## src/rtl/counter_arbiter.sv

```systemverilog
// Round-robin owner of one external loadable up/down counter.
// Each granted run loads a start value, counts N steps, returns the count.
module counter_arbiter #(
   parameter int WIDTH  = 4,
   parameter int STEP_W = 4
) (
   input  logic              CLK,
   input  logic              reset,
   input  logic [1:0]        req,
   input  logic [WIDTH-1:0]  req_load0,
   input  logic [WIDTH-1:0]  req_load1,
   input  logic [1:0]        req_dir,
   input  logic [STEP_W-1:0] req_steps0,
   input  logic [STEP_W-1:0] req_steps1,
   output logic [1:0]        gnt,
   output logic [1:0]        done,
   output logic [WIDTH-1:0]  result,
   output logic              busy,
   output logic [WIDTH-1:0]  cnt_load,
   output logic              cnt_load_en,
   output logic              cnt_chnge,
   output logic              cnt_en,
   input  logic [WIDTH-1:0]  cnt_value
);

   typedef enum logic [1:0] {
      IDLE,
      LOAD,
      RUN,
      DONE
   } state_t;

   state_t state, state_n;

   logic              lp;
   logic              idx;
   logic [WIDTH-1:0]  load_q;
   logic              dir_q;
   logic [STEP_W-1:0] steps_q;
   logic [STEP_W-1:0] step_cnt;

   logic [1:0]        elig;
   logic              grant_v;
   logic              grant_idx;
   logic [WIDTH-1:0]  sel_load;
   logic [STEP_W-1:0] sel_steps;

   // A requester finishing this cycle must not win again straight away.
   always_comb begin
      elig      = req & ~done;
      grant_v   = |elig;
      grant_idx = (elig == 2'b11) ? ~lp : elig[1];
      sel_load  = grant_idx ? req_load1 : req_load0;
      sel_steps = grant_idx ? req_steps1 : req_steps0;
   end

   always_comb begin
      state_n = state;
      unique case (state)
         IDLE: if (grant_v) state_n = LOAD;
         LOAD: state_n = (steps_q == '0) ? DONE : RUN;
         RUN:  if (step_cnt == STEP_W'(1)) state_n = DONE;
         DONE: state_n = IDLE;
         default: state_n = IDLE;
      endcase
   end

   always_ff @(posedge CLK or negedge reset) begin
      if (!reset) begin
         state       <= IDLE;
         lp          <= 1'b1;
         idx         <= 1'b0;
         load_q      <= '0;
         dir_q       <= 1'b0;
         steps_q     <= '0;
         step_cnt    <= '0;
         gnt         <= '0;
         done        <= '0;
         result      <= '0;
         busy        <= 1'b0;
         cnt_load    <= '0;
         cnt_load_en <= 1'b0;
         cnt_chnge   <= 1'b0;
         cnt_en      <= 1'b0;
      end else begin
         state <= state_n;
         done  <= '0;
         busy  <= (state_n != IDLE);

         if (state == IDLE && grant_v) begin
            idx     <= grant_idx;
            gnt     <= grant_idx ? 2'b10 : 2'b01;
            load_q  <= sel_load;
            dir_q   <= req_dir[grant_idx];
            steps_q <= sel_steps;
         end

         if (state == LOAD) step_cnt <= steps_q;
         if (state == RUN)  step_cnt <= step_cnt - STEP_W'(1);

         if (state == DONE) begin
            result    <= cnt_value;
            done[idx] <= 1'b1;
            gnt       <= '0;
            lp        <= idx;
         end

         // Strobes are registered from the next state so they line up
         // exactly with the LOAD and RUN cycles.
         cnt_load_en <= (state_n == LOAD);
         cnt_load    <= (state_n == LOAD) ? sel_load : '0;
         cnt_en      <= (state_n == RUN);
         cnt_chnge   <= (state_n == RUN) && dir_q;
      end
   end

endmodule

```

## config.mk

```make
export PLATFORM = sky130hd
export DESIGN_NAME = counter_arbiter
export DESIGN_NICKNAME = d
export VERILOG_FILES = /design/src/rtl/counter_arbiter.sv
export SDC_FILE = /design/constraint.sdc
export NUM_CORES = 1
export LEC_CHECK = 0
export BUFFER_PORTS_ARGS = -buffer_cell sky130_fd_sc_hd__buf_4
export CELL_PAD_IN_SITES_DETAIL_PLACEMENT = 0
export CELL_PAD_IN_SITES_GLOBAL_PLACEMENT = 1
export CORE_AREA = 2 2 63 65
export CTS_CLUSTER_DIAMETER = 120
export CTS_CLUSTER_SIZE = 28
export DETAILED_ROUTE_END_ITERATION = 6
export DIE_AREA = 0 0 65 67
export PLACE_DENSITY_LB_ADDON = 0.15
export SLEW_MARGIN = 40
export SYNTH_ARGS = -nofsm -noshare
export SYNTH_HDL_FRONTEND = slang
export SYNTH_SLANG_ARGS = --single-unit
```

## constraint.sdc

```tcl
create_clock -name CLK -period 1.9 [get_ports CLK]
set_input_delay 0.285 -clock CLK [delete_from_list [all_inputs] [get_ports CLK]]
set_output_delay 0.285 -clock CLK [all_outputs]
set_load 0.02 [all_outputs]
```

==> impl_metrics.tcl <==
set metrics [dict create \
    grt_usage_pct 14.6 \
    grtUsageMet2_pct 22.6 \
    min-delay-start "cnt_value[3]" \
    drt-total-wl_microns 2670 \
    cap_viol_max_count 0 \
    use_met1_pct 17.4 \
    ctsResizeCount 0 \
    p_leak_nw 0.893 \
    fin_tns_setup_ps 0 \
    synth_cell_types 27 \
    port_buffers 41 \
    antenna_cells 0 \
    core-area_sq_um 3610 \
    cp_data_required_time_ps 2060 \
    avgSynthCellArea_sq_um 11.6 \
    grt_util_met3_pct 6.08 \
    route.detailed.drc 0 \
    cp-end-kind "register" \
    layout-drive-gt1-share_pct 38.8 \
    grt_pass1_vias 982 \
    clock_path_buffers 2 \
    netlist_area_sq_um 1350 \
    critPathLaunchType "register" \
    numCtsBuffers 5 \
    hold_viol_final 0 \
    place_inst 204 \
    r2r-start "step_cnt[0]$_DFFE_PN0P_" \
    ir_drop_v 0.000669 \
    final_common_cell "buf_4" \
    critPathLaunch "step_cnt[0]$_DFFE_PN0P_" \
    multi_input_area_sq_um 586 \
    grt_max_degree 30 \
    ys_warn_count 0 \
    ys_seq_area_share_pct 53.9 \
    synthCells 116 \
    dpl.hpwl_microns 2000 \
    num_vias 1007 \
    syn_to_final_growth_pct 34.5 \
    antenna_left 0 \
    std_cell_rows 22 \
    power_per_cell_area_nw_per_um2 1730 \
    fmax_ghz 0.638 \
    first_pass_iters 4 \
    cp_max_fo 9 \
    rsz0062_at_grt "no" \
    finalCritPeriodShare_pct 82.5 \
    slew_headroom_pct 60.7 \
    period_needed_ps 1570 \
    fillers 353 \
    wire_per_inst_microns 12.5 \
    status "finished, final reports clean" \
    finalSetupViolCount 0 \
    die_h_microns 67 \
    layout_common_cells "buf_4, dfrtp_1, nand2_1" \
    drv_slew 0 \
    initial_utilization_pct 37.4 \
    cts_tree "built" \
    final-seq-area_sq_um 727 \
    cts_root_buf "clkbuf_8" \
    grt-ovfl-total 0 \
    die_area_sq_um 4360 \
    hp-class "primary input to register" \
    finalPower_mw 3.14 \
    drt-initial-drc-count 57 \
    worst_slew_pin_slew_ps 586 \
    syn_nets 149 \
    grt_first_pass_wirelength_microns 4550 \
    top_usage_layer "met2" \
    routabilityCongestion 0.701 \
    chipWidth_microns 65 \
    arrival_ps 1730 \
    finClkSkew_ps 4.36 \
    crit_type "register to register" \
    clock_latency_ps 280 \
    clkTransAtPathRegs_ps 60 \
    vias_per_cell 4.73 \
    nets 197 \
    stdcell_count 213 \
    synth_seq_cells 29 \
    clock-sinks 29 \
    ioPinCount 42 \
    whs_ps 237 \
    htreeDepth 2 \
    antenna_found_initial 0 \
]
## flip-flops by register name, indices dropped and copies added, names as in the netlist
register,flops
lp,1
busy,1
cnt_en,1
step_cnt,4
cnt_load,4
cnt_chnge,1
gnt,2
steps_q,4
cnt_load_en,1
dir_q,1
done,2
result,4
idx,1
state,2
## cell type report
class | instances | area share (%)
Clock inverter | 1 | 0.276
Tap cell | 48 | 3.31
Multi-Input combinational cell | 78 | 32.3
Clock buffer | 7 | 4.21
Inverter | 5 | 1.04
Timing Repair Buffer | 45 | 18.8
Sequential cell | 29 | 40.1
## critical path, cell delays in order (launching register included)
cell and delay, ps:
dfrtp_1 410, ha_1 200, nor3b_1 130, o21ai_0 270
a32oi_4 140, or2_2 300
## cell usage after synthesis
cell type	n	area [sq um]
a21oi_1	6	30.0
a32oi_4	1	27.5
and2_1	1	6.26
buf_2	1	5.00
clkbuf_1	3	11.3
dfrtp_1	28	701
dfstp_2	1	26.3
ha_1	7	87.6
inv_1	5	18.8
mux2_2	5	56.3
mux2i_1	10	100
nand2_1	13	48.8
nand2_2	1	6.26
nand2b_1	1	6.26
nand3_1	2	10.0
nand3b_1	1	7.51
nor2_1	3	11.3
nor2b_1	5	31.3
nor3b_1	1	7.51
nor3b_2	4	50.1
nor4_2	1	12.5
o211ai_1	1	7.51
o21ai_0	11	55.1
o21ai_1	1	5.00
o22ai_1	1	6.26
or2_2	1	6.26
or3_1	1	6.26
## stage by stage
step           cell area, sq um  setup slack, ps  utilization (%)
6_report                   1810              332             50.3
5_1_grt                    1810              187             50.3
4_1_cts                    1810              320             50.3
3_5_place_dp               1720              324             47.7
3_3_place_gp               1720              351             47.7
2_1_floorplan              1350              435                -
## cell families after synthesis
| group | synth area share (%) |
|---|---|
| compound gates | 9.75 |
| fa+ha+maj | 6.50 |
| buf+inv | 2.60 |
| flops | 53.9 |
| mux | 11.6 |
| simple gates | 15.6 |
## repair_timing
item                                   4_1_cts  5_1_grt
endpoints found under the hold margin       28        0
hold buffers                                 1        0
buffers inserted                             0        0
## metal layers
metal	vias to the layer above	share of wire (%)
met5	-	0
met4	0	2.1
met3	5	7.3
met2	35	46
met1	474	44
li1	493	-
## power by group
part | switching (mW) | leakage, nW | internal (mW) | total, mW
Combinational | 0.839 | 0.492 | 0.715 | 1.55
Sequential | 0.187 | 0.360 | 0.927 | 1.11
Clock | 0.217 | 0.0422 | 0.256 | 0.473
Total | 1.24 | 0.893 | 1.90 | 3.14
## worst paths after layout
check | slack [ps] | to | depth (start not counted)
max | 330 | busy$_DFF_PN0_ | 5
max in group asynchronous | 1120 | lp$_DFFE_PN1N_ | 2
min | 240 | result[3]$_DFFE_PN0N_ | 2
min in group asynchronous | 470 | cnt_load[2]$_DFF_PN0_ | 2
max reg2reg | 330 | busy$_DFF_PN0_ | 5
min reg2reg | 470 | done[0]$_DFF_PN0_ | 1
Note: power is estimated with default switching activity, not from simulation.
